## src/rtl/ecpddr_rdcal.sv

```systemverilog
// ecpddr_rdcal - read-leveling calibration sequencer for the ECP5 DDR3 PHY.
//
// After i_start the sequencer waits for DDRDLLA lock and issues a frozen
// DLL code update. It then steps READCLKSEL 0..7 on all lanes, requests one
// training read per setting and records BURSTDET per lane. Finally each lane
// is programmed to the centre of its longest run of passing settings.
//
// Optional feature macro: ECPDDR_RDCAL_RETRY_EN
//   defined     - a lane with no passing setting restarts the sweep from the
//                 DLL update, up to 3 sweeps in total, before failing.
//   not defined - a lane with no passing setting fails immediately.
//
// Ports:
//   i_clk, i_rst      clock, asynchronous active-high reset
//   i_start           start calibration (ignored unless idle)
//   o_busy            calibration in progress
//   o_done            one-cycle success pulse
//   o_err             sticky failure flag, cleared by the next i_start
//   i_dll_lock        DDRDLLA LOCK
//   o_dll_freeze      DDRDLLA FREEZE
//   o_dll_update      DDRDLLA code update request (active high)
//   o_pause           DQSBUFM PAUSE, shared by all lanes
//   o_rdsel           READCLKSEL, lane n at [3n+2:3n]
//   o_rd_req          request one training read burst
//   i_rd_ack          one-cycle pulse, burst done and i_burstdet valid
//   i_burstdet        DQSBUFM BURSTDET per lane
//   o_pass_map        per-lane pass bitmap, lane n at [8n+7:8n]
module ecpddr_rdcal #(
    parameter int NLANES        = 2,
    parameter int LOCK_WAIT     = 1024,
    parameter int PAUSE_CYCLES  = 4,
    parameter int SETTLE_CYCLES = 8,
    parameter int RD_TIMEOUT    = 255
) (
    input  logic                  i_clk,
    input  logic                  i_rst,
    input  logic                  i_start,
    output logic                  o_busy,
    output logic                  o_done,
    output logic                  o_err,
    input  logic                  i_dll_lock,
    output logic                  o_dll_freeze,
    output logic                  o_dll_update,
    output logic                  o_pause,
    output logic [NLANES*3-1:0]   o_rdsel,
    output logic                  o_rd_req,
    input  logic                  i_rd_ack,
    input  logic [NLANES-1:0]     i_burstdet,
    output logic [NLANES*8-1:0]   o_pass_map
);

    localparam logic [3:0] S_IDLE     = 4'd0;
    localparam logic [3:0] S_LOCKWAIT = 4'd1;
    localparam logic [3:0] S_DLLUPD   = 4'd2;
    localparam logic [3:0] S_SETSEL   = 4'd3;
    localparam logic [3:0] S_SETTLE   = 4'd4;
    localparam logic [3:0] S_READ     = 4'd5;
    localparam logic [3:0] S_CHECK    = 4'd6;
    localparam logic [3:0] S_EVAL     = 4'd7;
    localparam logic [3:0] S_APPLY    = 4'd8;
    localparam logic [3:0] S_DONE     = 4'd9;
    localparam logic [3:0] S_FAIL     = 4'd10;

    localparam int CNT_W = 16;
    localparam logic [CNT_W-1:0] LOCK_LAST   = CNT_W'(LOCK_WAIT - 1);
    localparam logic [CNT_W-1:0] PAUSE_LAST  = CNT_W'(PAUSE_CYCLES - 1);
    localparam logic [CNT_W-1:0] SETTLE_LAST = CNT_W'(SETTLE_CYCLES - 1);
    localparam logic [CNT_W-1:0] RD_LAST     = CNT_W'(RD_TIMEOUT - 1);

    logic [3:0]       state;
    logic [CNT_W-1:0] cnt;      // per-state cycle counter
    logic [2:0]       k;        // sweep index
    logic [NLANES-1:0] det_q;   // BURSTDET captured with the ack
`ifdef ECPDDR_RDCAL_RETRY_EN
    logic [1:0]       attempt;  // completed sweeps that ended with a dead lane
`endif

    logic [NLANES*3-1:0] centre_c;
    logic                any_zero_c;

    // Centre of the longest run of 1s (no wrap). A strict '>' keeps the
    // earliest run on ties.
    function automatic logic [2:0] centre_of(input logic [7:0] map);
        int best_len;
        int best_start;
        int run_len;
        int run_start;
        // NOTE: function/combinational variables use blocking '=' so each
        // statement sees the value computed by the previous one.
        best_len   = 0;
        best_start = 0;
        run_len    = 0;
        run_start  = 0;
        for (int i = 0; i < 8; i++) begin
            if (map[i]) begin
                if (run_len == 0) run_start = i;
                run_len = run_len + 1;
                if (run_len > best_len) begin
                    best_len   = run_len;
                    best_start = run_start;
                end
            end else begin
                run_len = 0;
            end
        end
        if (best_len == 0) return 3'd0;
        return 3'(best_start + (best_len - 1) / 2);
    endfunction

    // The map is stable from EVAL through APPLY, so the centres are derived
    // straight from it rather than stored separately.
    always_comb begin
        // NOTE: every output of this block gets a default first, so no path
        // leaves a value unassigned and no latch is inferred.
        centre_c   = '0;
        any_zero_c = 1'b0;
        for (int n = 0; n < NLANES; n++) begin
            centre_c[3*n +: 3] = centre_of(o_pass_map[8*n +: 8]);
            if (o_pass_map[8*n +: 8] == 8'h00) any_zero_c = 1'b1;
        end
    end

    // NOTE: all state lives in this one clocked block and uses non-blocking
    // '<=' so every register updates from pre-edge values.
    always_ff @(posedge i_clk or posedge i_rst) begin
        if (i_rst) begin
            state        <= S_IDLE;
            cnt          <= '0;
            k            <= '0;
            det_q        <= '0;
            o_busy       <= 1'b0;
            o_done       <= 1'b0;
            o_err        <= 1'b0;
            o_dll_freeze <= 1'b0;
            o_dll_update <= 1'b0;
            o_pause      <= 1'b0;
            o_rdsel      <= '0;
            o_rd_req     <= 1'b0;
            o_pass_map   <= '0;
`ifdef ECPDDR_RDCAL_RETRY_EN
            attempt      <= '0;
`endif
        end else begin
            case (state)
                S_IDLE: begin
                    if (i_start) begin
                        state      <= S_LOCKWAIT;
                        cnt        <= '0;
                        o_busy     <= 1'b1;
                        o_err      <= 1'b0;
                        o_pass_map <= '0;
`ifdef ECPDDR_RDCAL_RETRY_EN
                        attempt    <= '0;
`endif
                    end
                end

                S_LOCKWAIT: begin
                    if (i_dll_lock) begin
                        state        <= S_DLLUPD;
                        cnt          <= '0;
                        o_dll_freeze <= 1'b1;
                    end else if (cnt == LOCK_LAST) begin
                        // Failure outputs are set on the transition itself so
                        // o_err rises exactly LOCK_WAIT cycles after entry.
                        state    <= S_FAIL;
                        o_err    <= 1'b1;
                        o_busy   <= 1'b0;
                        o_rdsel  <= '0;
                    end else begin
                        cnt <= cnt + 1'b1;
                    end
                end

                // Freeze spans all four cycles; update only the middle two,
                // so the code moves only while the delay lines are frozen.
                S_DLLUPD: begin
                    cnt          <= cnt + 1'b1;
                    o_dll_update <= (cnt == 16'd0) || (cnt == 16'd1);
                    if (cnt == 16'd3) begin
                        state        <= S_SETSEL;
                        cnt          <= '0;
                        k            <= '0;
                        o_dll_freeze <= 1'b0;
                        o_dll_update <= 1'b0;
                        o_pause      <= 1'b1;
                    end
                end

                // READCLKSEL changes only inside the pause window.
                S_SETSEL: begin
                    if (cnt == '0) o_rdsel <= {NLANES{k}};
                    if (cnt == PAUSE_LAST) begin
                        state   <= S_SETTLE;
                        cnt     <= '0;
                        o_pause <= 1'b0;
                    end else begin
                        cnt <= cnt + 1'b1;
                    end
                end

                S_SETTLE: begin
                    if (cnt == SETTLE_LAST) begin
                        state    <= S_READ;
                        cnt      <= '0;
                        o_rd_req <= 1'b1;
                    end else begin
                        cnt <= cnt + 1'b1;
                    end
                end

                S_READ: begin
                    if (i_rd_ack) begin
                        state    <= S_CHECK;
                        o_rd_req <= 1'b0;
                        det_q    <= i_burstdet;
                    end else if (cnt == RD_LAST) begin
                        state    <= S_FAIL;
                        o_rd_req <= 1'b0;
                        o_err    <= 1'b1;
                        o_busy   <= 1'b0;
                        o_rdsel  <= '0;
                    end else begin
                        cnt <= cnt + 1'b1;
                    end
                end

                S_CHECK: begin
                    for (int n = 0; n < NLANES; n++)
                        o_pass_map[8*n + int'(k)] <= det_q[n];
                    if (k == 3'd7) begin
                        state <= S_EVAL;
                    end else begin
                        state   <= S_SETSEL;
                        k       <= k + 3'd1;
                        cnt     <= '0;
                        o_pause <= 1'b1;
                    end
                end

                S_EVAL: begin
                    if (any_zero_c) begin
`ifdef ECPDDR_RDCAL_RETRY_EN
                        if (attempt != 2'd2) begin
                            attempt      <= attempt + 2'd1;
                            state        <= S_DLLUPD;
                            cnt          <= '0;
                            k            <= '0;
                            o_pass_map   <= '0;
                            o_dll_freeze <= 1'b1;
                        end else begin
                            state   <= S_FAIL;
                            o_err   <= 1'b1;
                            o_busy  <= 1'b0;
                            o_rdsel <= '0;
                        end
`else
                        state   <= S_FAIL;
                        o_err   <= 1'b1;
                        o_busy  <= 1'b0;
                        o_rdsel <= '0;
`endif
                    end else begin
                        state   <= S_APPLY;
                        cnt     <= '0;
                        o_pause <= 1'b1;
                    end
                end

                S_APPLY: begin
                    if (cnt == '0) o_rdsel <= centre_c;
                    if (cnt == PAUSE_LAST) begin
                        state   <= S_DONE;
                        o_pause <= 1'b0;
                        o_done  <= 1'b1;
                        o_busy  <= 1'b0;
                    end else begin
                        cnt <= cnt + 1'b1;
                    end
                end

                // Both terminal states return to IDLE unconditionally, so a
                // start coinciding with the exit is not seen.
                S_DONE: begin
                    o_done <= 1'b0;
                    state  <= S_IDLE;
                end

                S_FAIL: begin
                    state <= S_IDLE;
                end

                default: begin
                    state <= S_IDLE;
                end
            endcase
        end
    end

endmodule

```

## config.mk

```make
export PLATFORM = sky130hd
export DESIGN_NAME = ecpddr_rdcal
export DESIGN_NICKNAME = d
export VERILOG_FILES = /design/src/rtl/ecpddr_rdcal.sv
export SDC_FILE = /design/constraint.sdc
export NUM_CORES = 1
export LEC_CHECK = 0
export ABC_AREA = 1
export CAP_MARGIN = 20
export CORE_MARGIN = 2
export CORE_UTILIZATION = 50
export CTS_CLUSTER_SIZE = 8
export DETAILED_ROUTE_END_ITERATION = 10
export HOLD_SLACK_MARGIN = 0.03
export PLACE_DENSITY = 0.68
export SYNTH_ARGS = -nofsm -noshare
export SYNTH_HDL_FRONTEND = slang
export SYNTH_SLANG_ARGS = --single-unit
```

## constraint.sdc

```tcl
create_clock -name i_clk -period 10.1 [get_ports i_clk]
set_input_delay 3.03 -clock i_clk [delete_from_list [all_inputs] [get_ports i_clk]]
set_output_delay 3.03 -clock i_clk [all_outputs]
set_load 0.005 [all_outputs]
```

==> out/metrics.yaml <==
clocking:
  clock-root-buffer: "sky130_fd_sc_hd__clkbuf_16"
  cts.sinks: 54
  cts.clk_slew.worst_paths_ps: 70
  post_cts.resized_instances: 0
  cts_hold_buf: 0
  cts-root-to-sink-buffers: 2
  clock_tree_from_tritoncts: "yes"
  post-cts-setup-buffers: 0
  cts-htree-levels: 2
  tritoncts.num_buffers: 5
  clk_latency_ps: 290
routing:
  vias: 7482
  drt_wl_total_um: 18500
  drtAntennaViolNets: 0
  route.detailed.drc: 0
  detail_route.iter0.violations: 593
  avgRoutedWirePerCell_um: 13.0
  via_per_inst: 5.25
  detail_route.first_pass.iterations: 5
critical_path:
  regToRegEndpoint: "o_rdsel[5]$_DFFE_PP0P_"
  critical_path.max_fanout: 15
  cpMaxStageDelayCell: "sky130_fd_sc_hd__dfrtp_1"
  crit_required_ps: 10260
  worstSetupEndpointType: "flop"
  worst_r2r_start: "o_pass_map[8]$_DFFE_PP0P_"
  critical_path.startpoint: "o_pass_map[8]$_DFFE_PP0P_"
  timing.critical_path.mode_cell: "sky130_fd_sc_hd__inv_1"
  setup.worst_path.end: "o_rdsel[5]$_DFFE_PP0P_"
  slowest_delay_ps: 440
  worst-endpoint-arrival_ps: 8760
  setup.worst_path.class: "flop to flop"
  startpoint_type: "flop"
  timing.reg2reg.worst_path_depth: 59
  reg2reg_slack_ps: 1500
sta:
  finalHoldWorstSlack_ps: 487
  setup_tns_ps: 0
  setup_repair_after_global_routing_missed_its_margin: "no"
  setup_violations: 0
  tightest_slew_ps: 716
  hold_violations: 0
  slew_violations: 0
  slew_headroom: 0.519
  clock_skew_ps: 5.15
  timing.final.crit_period_ps: 8600
  fmaxAchievable_ghz: 0.116
  layout_worst_path_cycle_share: 0.851
  postLayoutSetupSlackWorst_ps: 1500
global_route:
  initial_antenna_violation_count: 0
  remaining_overflow_grt: 0
  gr-usage-met3: 0.0211
  grt_util_met2: 0.376
  top_usage_layer: "met2"
  globalRouteTotalUtil: 0.237
  grt_pass1_vias: 6861
  gr-usage-met1: 0.360
  grt_max_degree: 55
  grt_first_pass_wirelength_um: 32200
synth:
  yosysWarningCount: 0
  leading_cell_types_by_total_area_after_synthesis: "sky130_fd_sc_hd__dfrtp_1, sky130_fd_sc_hd__nand2_1, sky130_fd_sc_hd__ha_1"
  dominantRegCellSynth: "sky130_fd_sc_hd__dfrtp_1"
  asyncSetResetFlopFracSynth: 1.00
  yosysTopAreaCellShare: 0.180
  synth_top_area_cell: "sky130_fd_sc_hd__dfrtp_1"
  synth_area_um2: 7530
  number_of_flops_mapped_to_enable_cells_by_yosys: 0
  yosysSeqAreaShare: 0.180
  synth.lib_cells_used.distinct: 64
  ys_seq_elements: 54
  syn_inst: 1204
  post_synth.cell_area_avg_um2: 6.25
placement:
  place_congestion: 0.908
  number_of_placed_cells_counting_well_taps: 1418
  port_buffers: 35
  place_worst_setup_slack_ps: 1580
  hpwlAfterDp_um: 15400
floorplan:
  core_region_area_um2: 14600
  io-pin-count: 36
  fp.dieArea_um2: 16100
  fp.dieH_um: 127
  die_w_um: 127
  initial_core_utilization: 0.514
  rows: 44
worst_hold_path:
  hp-class: "flop to flop"
cells_and_area:
  area_growth_syn_to_layout_pct: 9.06
  final_instance_count_without_filler_cells: 1426
  fin_nets: 1326
  final_common_cell: "sky130_fd_sc_hd__nand2_1"
  drive_gt1_frac: 0.0982
  seqCellArea_um2: 1350
  multiInputGateArea_um2: 5250
  filler_cell_count_in_the_final_layout: 1475
  layout.cells.most_common_list: "sky130_fd_sc_hd__nand2_1, sky130_fd_sc_hd__inv_1, sky130_fd_sc_hd__nor2_1"
  insertedDiodeCount: 0
power_and_ir_drop:
  vdd_drop_max_mv: 0.117
  power_leakage_nw: 4.50
  total_power_w: 0.00111
  p_per_area_nw_per_um2: 136
run:
  drv_cap: 0
status:
  outcome: "complete, no violations"
## through the flow
step | cell area [um2] | utilization
after global placement | 8060 | 0.550
final | 8210 | 0.561
after detailed placement | 8060 | 0.550
after floorplan | 7540 | -
after global routing | 8210 | 0.561
after CTS | 8210 | 0.561
## final cells by class
cell class | instances | area share
clock buffers | 6 | 0.0169
repair buffers | 37 | 0.0445
well taps | 184 | 0.0280
clock inverters | 2 | 0.00152
multi-input cells | 913 | 0.639
inverters | 230 | 0.105
flip-flops and latches | 54 | 0.165
## registers in the layout, indices dropped and copies added, names as in the netlist
name / flops
o_busy: 1
o_dll_update: 1
o_done: 1
o_pass_map: 16
o_dll_freeze: 1
cnt: 16
o_pause: 1
k: 3
o_rd_req: 1
o_err: 1
det_q: 2
state: 4
o_rdsel: 6
## cells by family (layout without fill, tap and decap cells)
| family | count (synthesis) | after routing | share of synthesized area |
|---|---|---|---|
| buf+inv | 241 | 275 | 0.126 |
| fa+ha+maj | 78 | 78 | 0.134 |
| flops | 54 | 54 | 0.180 |
| mux | 2 | 2 | 0.00299 |
| compound gates | 160 | 160 | 0.130 |
| simple gates | 658 | 658 | 0.417 |
| other cells | 2 | 6 | 0.000998 |
| xor+xnor | 9 | 9 | 0.0105 |
## layer usage
layer  wire length, um  up-vias
li1                  -     3925
met1              9530     3381
met2              8130      166
met3               713       10
met4               155        0
met5                 0        -
## how the worst min path moves through the flow
stage                         startpoint                    to  depth (start not counted)
CTS                 det_q[0]$_DFFE_PP0P_  det_q[0]$_DFFE_PP0P_                          2
floorplan           det_q[0]$_DFFE_PP0P_  det_q[0]$_DFFE_PP0P_                          2
finish              det_q[0]$_DFFE_PP0P_  det_q[0]$_DFFE_PP0P_                          2
detailed placement  det_q[0]$_DFFE_PP0P_  det_q[0]$_DFFE_PP0P_                          2
global placement    det_q[0]$_DFFE_PP0P_  det_q[0]$_DFFE_PP0P_                          2
global route         cnt[14]$_DFFE_PP0P_   cnt[14]$_DFFE_PP0P_                          1
## synth_stat cells, types with 7 or more instances
master and n:
sky130_fd_sc_hd__nor3_1 30, sky130_fd_sc_hd__ha_1 74, sky130_fd_sc_hd__o22ai_1 9, sky130_fd_sc_hd__nand3b_1 9, sky130_fd_sc_hd__o21ai_0 65, sky130_fd_sc_hd__inv_1 221, sky130_fd_sc_hd__nand4_1 12, sky130_fd_sc_hd__a21oi_1 39
sky130_fd_sc_hd__nand2_2 37, sky130_fd_sc_hd__nor4_1 9, sky130_fd_sc_hd__nand3_1 94, sky130_fd_sc_hd__nand2_1 288, sky130_fd_sc_hd__dfrtp_1 54, sky130_fd_sc_hd__or2_2 7, sky130_fd_sc_hd__nand2_4 17, sky130_fd_sc_hd__nand3_2 15
sky130_fd_sc_hd__nor2_1 119
## critical path, delay by kind of cell, from the launching register on
kind / cells / cell delay [ps]
DFF: 1 / 440
adders and majority gates: 10 / 2820
buffers and inverters: 12 / 1140
AOI/OAI and AO/OA: 6 / 1190
and+or+nand+nor: 31 / 2840
## report_power, final
| part | internal [W] | switching [W] |
|---|---|---|
| Sequential | 0.000264 | 0.0000461 |
| Combinational | 0.000245 | 0.000387 |
| Clock | 0.0000982 | 0.0000736 |
Note: power is estimated with default switching activity, not from simulation.
